<file path="src/rtl/layer_compositor.sv">
// N-layer priority compositor: qualify stage, select stage, RGB332 -> RGB888 expansion.
// Optional colour-key transparency is compiled in with LAYER_COMPOSITOR_COLORKEY_EN.
module layer_compositor #(
    parameter int unsigned NUM_LAYERS   = 12,
    parameter logic [7:0]  COLOR_KEY    = 8'hFF,
    parameter int unsigned BLINK_FRAMES = 15
) (
    input  logic                          clk,
    input  logic                          resetN,
    input  logic [NUM_LAYERS-1:0]         layer_dr,
    input  logic [8*NUM_LAYERS-1:0]       layer_rgb,
    input  logic [7:0]                    backGroundRGB,
    input  logic                          frame_tick,
    input  logic                          cfg_we,
    input  logic [NUM_LAYERS-1:0]         cfg_layer_en,
    input  logic [NUM_LAYERS-1:0]         cfg_blink_mask,
    output logic [7:0]                    redOut,
    output logic [7:0]                    greenOut,
    output logic [7:0]                    blueOut,
    output logic [$clog2(NUM_LAYERS)-1:0] winner_idx,
    output logic                          winner_valid
);

    localparam int unsigned IdxW      = $clog2(NUM_LAYERS);
    localparam logic [7:0]  BlinkLast = 8'(BLINK_FRAMES - 1);

    logic [NUM_LAYERS-1:0]   layer_en_q, layer_en_d;
    logic [NUM_LAYERS-1:0]   blink_mask_q, blink_mask_d;
    logic [7:0]              frame_cnt_q, frame_cnt_d;
    logic                    blink_phase_q, blink_phase_d;

    logic [NUM_LAYERS-1:0]   keyed;
    logic [NUM_LAYERS-1:0]   eligible;
    logic [NUM_LAYERS-1:0]   elig_q;
    logic [8*NUM_LAYERS-1:0] rgb_q;
    logic [7:0]              bg_q;

    logic [7:0]              sel_color;
    logic [IdxW-1:0]         win_idx_d, win_idx_q;
    logic                    win_valid_d, win_valid_q;
    logic [7:0]              red_d, green_d, blue_d;
    logic [7:0]              red_q, green_q, blue_q;

    always_comb begin
        layer_en_d    = layer_en_q;
        blink_mask_d  = blink_mask_q;
        frame_cnt_d   = frame_cnt_q;
        blink_phase_d = blink_phase_q;
        if (cfg_we) begin
            layer_en_d   = cfg_layer_en;
            blink_mask_d = cfg_blink_mask;
        end
        if (frame_tick) begin
            if (frame_cnt_q == BlinkLast) begin
                frame_cnt_d   = 8'd0;
                blink_phase_d = ~blink_phase_q;
            end else begin
                frame_cnt_d = frame_cnt_q + 8'd1;
            end
        end
    end

`ifdef LAYER_COMPOSITOR_COLORKEY_EN
    always_comb begin
        keyed = '0;
        for (int i = 0; i < NUM_LAYERS; i++) begin
            keyed[i] = (layer_rgb[8*i +: 8] == COLOR_KEY);
        end
    end
`else
    always_comb begin
        keyed = '0;
    end
`endif

    always_comb begin
        eligible = layer_dr & layer_en_q & ~(blink_mask_q & {NUM_LAYERS{blink_phase_q}}) & ~keyed;
    end

    // Scan from lowest priority upward so the lowest eligible index is the last write.
    always_comb begin
        win_valid_d = 1'b0;
        win_idx_d   = '0;
        sel_color   = bg_q;
        for (int i = NUM_LAYERS - 1; i >= 0; i--) begin
            if (elig_q[i]) begin
                win_valid_d = 1'b1;
                win_idx_d   = IdxW'(i);
                sel_color   = rgb_q[8*i +: 8];
            end
        end
        red_d   = {sel_color[7:5], sel_color[7:5], sel_color[7:6]};
        green_d = {sel_color[4:2], sel_color[4:2], sel_color[4:3]};
        blue_d  = {sel_color[1:0], sel_color[1:0], sel_color[1:0], sel_color[1:0]};
    end

    always_ff @(posedge clk) begin
        if (resetN) begin
            layer_en_q    <= '1;
            blink_mask_q  <= '0;
            frame_cnt_q   <= 8'd0;
            blink_phase_q <= 1'b0;
            elig_q        <= '0;
            rgb_q         <= '0;
            bg_q          <= 8'd0;
            win_idx_q     <= '0;
            win_valid_q   <= 1'b0;
            red_q         <= 8'd0;
            green_q       <= 8'd0;
            blue_q        <= 8'd0;
        end else begin
            layer_en_q    <= layer_en_d;
            blink_mask_q  <= blink_mask_d;
            frame_cnt_q   <= frame_cnt_d;
            blink_phase_q <= blink_phase_d;
            elig_q        <= eligible;
            rgb_q         <= layer_rgb;
            bg_q          <= backGroundRGB;
            win_idx_q     <= win_idx_d;
            win_valid_q   <= win_valid_d;
            red_q         <= red_d;
            green_q       <= green_d;
            blue_q        <= blue_d;
        end
    end

    assign redOut       = red_q;
    assign greenOut     = green_q;
    assign blueOut      = blue_q;
    assign winner_idx   = win_idx_q;
    assign winner_valid = win_valid_q;

endmodule

</file>
<file path="config.mk">
export PLATFORM = sky130hd
export DESIGN_NAME = layer_compositor
export DESIGN_NICKNAME = d
export VERILOG_FILES = /design/src/rtl/layer_compositor.sv
export SDC_FILE = /design/constraint.sdc
export NUM_CORES = 1
export LEC_CHECK = 0
export ABC_CLOCK_PERIOD_IN_PS = 1600
export CAP_MARGIN = 15
export CORE_UTILIZATION = 40
export DETAILED_ROUTE_END_ITERATION = 12
export GPL_TIMING_DRIVEN = 0
export PLACE_DENSITY = 0.75
export SLEW_MARGIN = 5
export SYNTH_ARGS = -nofsm -noshare
export SYNTH_HDL_FRONTEND = slang
export SYNTH_SLANG_ARGS = --single-unit
</file>
<file path="constraint.sdc">
create_clock -name clk -period 1.6 [get_ports clk]
set_input_delay 0.32 -clock clk [delete_from_list [all_inputs] [get_ports clk]]
set_output_delay 0.32 -clock clk [all_outputs]
set_load 0.02 [all_outputs]
</file>
* Word-level counts from Yosys, hierarchy flattened
Cells that the tools add are included.
Word-level totals: word-level logic and storage cells 63, register bits 178
Operators by class: reduce and logical (&&, ||, !) cells 5, equality and inequality tests 1, muxes and demuxes 36, bitwise logic cells 5, add/subtract/negate cells 1
Operators with widths (count):
- 8-bit two-way mux | 13
- 12-bit AND | 3
- 4-bit two-way mux | 4
- 1-bit two-way mux | 13
- 3-bit two-way mux | 4
- 12-bit NOT | 1
- 9-bit OR reduction | 1
- 8-bit by 1-bit adder with 8-bit output (second input constant) | 1
- 8-bit by 4-bit == test with 1-bit output (second input constant) | 1
- 5-bit OR reduction | 1
- 2-bit two-way mux | 2
- 3-bit OR reduction | 1
- 2-bit AND reduction | 1
- 2-bit OR reduction | 1
- 1-bit NOT | 1

* Longest topological paths before layout
depth after elaboration 12, gate-level depth with buffers 6, mapped depth without buffers 5

* Worst setup path after synthesis
No wires, ideal clock.
kind register to register, from register elig_q[1], to register blue_q[6] (netlist: blueOut[6]), data required time 1517 ps, slack 115 ps, stages on the path, launching flop included 7, arrival 1402 ps, library setup time 83 ps, cells stage by stage dfxtp_1 > buf_6 > or3_4 > buf_6 > a2111oi_0 > o21ai_1 > o221ai_1
Between the ends: cells in the longest elaborated chain, start to end 2
Ends and longest elaborated chain:
- start: declaration | line 34 | logic [NUM_LAYERS-1:0] elig_q;
- start signal: assignment | line 116 | elig_q <= eligible;
- 8-bit two-way mux (2 in a row) | line 86 | if (elig_q[i]) begin
- end signal: assignment | line 123 | blue_q <= blue_d;
- end: declaration | line 42 | logic [7:0] red_q, green_q, blue_q;
No other way between the ends. A chain may end at the register's enable or synchronous reset.

* Worst setup path after layout
from register elig_q[8], to register green_q[6] (netlist: greenOut[6])
Between the ends: cells in the longest elaborated chain, start to end 9
Ends and longest elaborated chain:
- 8-bit two-way mux (9 in a row) | line 86
- end signal: assignment | line 122 | green_q <= green_d;
- end: declaration | line 42
No other way between the ends.

==> results.json <==
{
  "outcome": "finished, violations left",
  "violations": "setup timing",
  "syn-cell-area_mm2": 0.00577,
  "mostFrequentLayoutCells": "dfxtp_1, clkdlybuf4s50_1, nor2b_1, nand2_1, nor2_1",
  "crit_path_end_kind": "flop",
  "initial_utilization_pct": 41.2,
  "reg2regPathDepth": 6,
  "rrSetupSlack_ps": -40,
  "hold_buffers": 0,
  "clockBufferDepth": 2,
  "final.setup.tns_ps": -35.6,
  "fp.dieW_um": 122,
  "vias": 4570,
  "drv_cap": 0,
  "synth_edf_count": 0,
  "place_ws_ps": -575,
  "boundaryPins": 173,
  "path_delay_family": "compound AO/OA/AOI/OAI gates",
  "fin_crit_ps": 1640,
  "insertion_delay_ps": 420,
  "viasPerCell": 4.83,
  "cp_cell_sequence": "or2_1, buf_6, o22ai_1, o41ai_2, a21oi_1, o32ai_1",
  "arrival_ps": 1950,
  "min_period_over_period_pct": 102,
  "ir_drop_mv": 0.690,
  "slew_violations": 0,
  "path_buf_inv": 1,
  "drc": 0,
  "cp_max_fo": 8,
  "clock_skew_ps": 6.10,
  "coreArea_mm2": 0.0140,
  "crit_slowest_cell": "dfxtp_2",
  "fin_nets": 900,
  "ys_types": 48,
  "syn_nets": 711,
  "cts_inserted_buffers": 17,
  "yosys_warnings": 0,
  "crit_type": "flop to flop",
  "min_from": "cfg_we",
  "h-tree-depth": 4,
  "wire_per_inst_um": 16.3,
  "wl_um": 15500,
  "dp_hpwl_um": 11800,
  "area_delta_synth_final_pct": 47.1,
  "grtUsageTotal_pct": 21.8,
  "worstHoldPathCells": 3,
  "dieArea_mm2": 0.0149,
  "rsz0062_at_grt": "true",
  "hold_ws_ps": 351,
  "slew_headroom_pct": 66.7,
  "critical_path.max_stage_delay_ps": 380,
  "p_per_area_mw_per_mm2": 1160,
  "final_hold_viol_count": 0,
  "die_height_um": 122,
  "dr.pass1.iters": 5,
  "ys_ff_latch": 162,
  "synthArstFlopShare_pct": 0,
  "crit_path_start_kind": "flop",
  "reg2reg_to": "greenOut[6]",
  "whs_endpoint": "blink_mask_q[11]",
  "synth_area_per_cell_um2": 10.2,
  "cts.sinks": 162,
  "gp_congestion": 0.780,
  "tritoncts": "built",
  "worstPathRequired_ps": 1920,
  "hold_class": "primary input to flop",
  "ant_nets": 0,
  "grt_overflow": 0,
  "final_common_cell": "dfxtp_1",
  "leakage_uw": 0.00347,
  "postSynthCellCount": 565,
  "synth_flop_cell": "dfxtp_1",
  "tightestPinTransition_ps": 499,
  "fin_ws_ps": -35.6,
  "grt_pass1_wl_um": 24000,
  "diodes": 0,
  "drtIter0Drc": 340,
  "port_buffers": 171,
  "ctsRootBufferMaster": "clkbuf_16",
  "fmax_mhz": 611,
  "grt_pass1_vias": 4709,
  "ys_seq_area_share_pct": 56.2,
  "path_clk_slew_ps": 60,
  "num_rows": 43,
  "setup_viol": 1,
  "drive_above_1_share_pct": 13.8,
  "r2r-start": "elig_q[8]",
  "grt_max_degree": 17,
  "antenna_found_initial": 0
}
## cell usage after synthesis, drive strengths merged (2+ instances only)
cell	n	area share (%)
o211ai	3	0.39
ha	2	0.43
o221ai	7	1.1
a21oi	20	1.7
clkbuf	22	1.4
o32ai	5	0.76
dfxtp	162	56
a22oi	8	1.0
nand2	37	2.4
o41ai	2	0.30
a211oi	15	2.0
buf	25	3.3
nor2b	107	12
inv	11	0.72
nor2	38	2.6
o31ai	4	0.52
xnor2	2	0.30
a221oi	7	1.1
nor3	4	0.35
a2111oi	3	0.56
or3	2	0.30
nand4	2	0.22
mux2	4	0.78
mux2i	26	4.5
xor2	6	0.91
a221o	4	0.69
o22ai	9	0.98
o21ai	7	0.61
nor4	2	0.22
nand2b	4	0.43
or2	4	0.43
nand3	4	0.35
## sequential cells by signal (all words and copies together) (netlist names)
signal,cells
bg_q,8
blink_mask_q,12
blink_phase_q,1
blueOut,2
elig_q,12
frame_cnt_q,8
greenOut,3
layer_en_q,12
redOut,3
rgb_q,96
winner_idx,4
winner_valid,1
## cell families after synthesis
group,after synthesis,share of synthesized area (%)
fa+ha+maj,2,0.434
mux,30,5.29
buf+inv,59,5.49
simple gates,210,19.7
flops,162,56.2
compound gates,94,11.7
xor+xnor,8,1.21
## worst max-delay path by stage
| stage | to | cells past startpoint | slack [ps] | startpoint |
|---|---|---|---|---|
| floorplan | blueOut[6] | 6 | 110 | elig_q[1] |
| global placement | blueOut[5] | 4 | -560 | resetN |
| detailed placement | blueOut[6] | 4 | -570 | resetN |
| CTS | greenOut[5] | 6 | -4 | elig_q[1] |
| global route | greenOut[6] | 6 | -120 | elig_q[8] |
| finish | greenOut[6] | 6 | -40 | elig_q[8] |
## area by class of cell
type	count	area, µm²
sequential	162	3250
clock inverter	9	128
clock buffer	23	488
buffer	45	280
multi-input combinational	344	2370
timing repair buffer	172	1690
inverter	12	45.0
fill	1146	5510
tap	180	225
## metal layers
metal | routed length [µm] | global-route usage, % | vias to the layer above
met5 | 0 | 0 | -
met4 | 107 | 6.48 | 0
met3 | 1100 | 7.58 | 7
met2 | 7800 | 37.4 | 133
met1 | 6450 | 25.6 | 2141
li1 | - | - | 2289
## where the power goes
| part | internal (µW) | leakage (µW) | switching (µW) | total (µW) |
|---|---|---|---|---|
| clock network | 2620 | 0.000307 | 1530 | 4140 |
| logic | 740 | 0.00182 | 605 | 1340 |
| registers | 4270 | 0.00135 | 120 | 4390 |
## timing repair
action                                  4_1_cts  5_1_grt
setup buffers                                 0        1
pin swaps                                     8        1
endpoints found under the setup margin       50      110
cloned                                        0        0
resized for setup                            67       32
## tightest hold or removal path, stage by stage
cell and delay [ps]:
clkbuf_1 180, mux2i_1 160, nor2_1 70
## metrics by stage
stage / area [µm²] / util (%) / total power, µW / std cells
global placement: 7700 / 55.1 / 5760 / 916
finish: 8480 / 60.6 / 9880 / 947
detailed placement: 7700 / 55.1 / 5790 / 916
floorplan: 5770 / - / 5090 / 565
CTS: 8430 / 60.3 / 9910 / 947
global route: 8480 / 60.6 / 10300 / 947
Note: power is estimated with default switching activity, not from simulation.
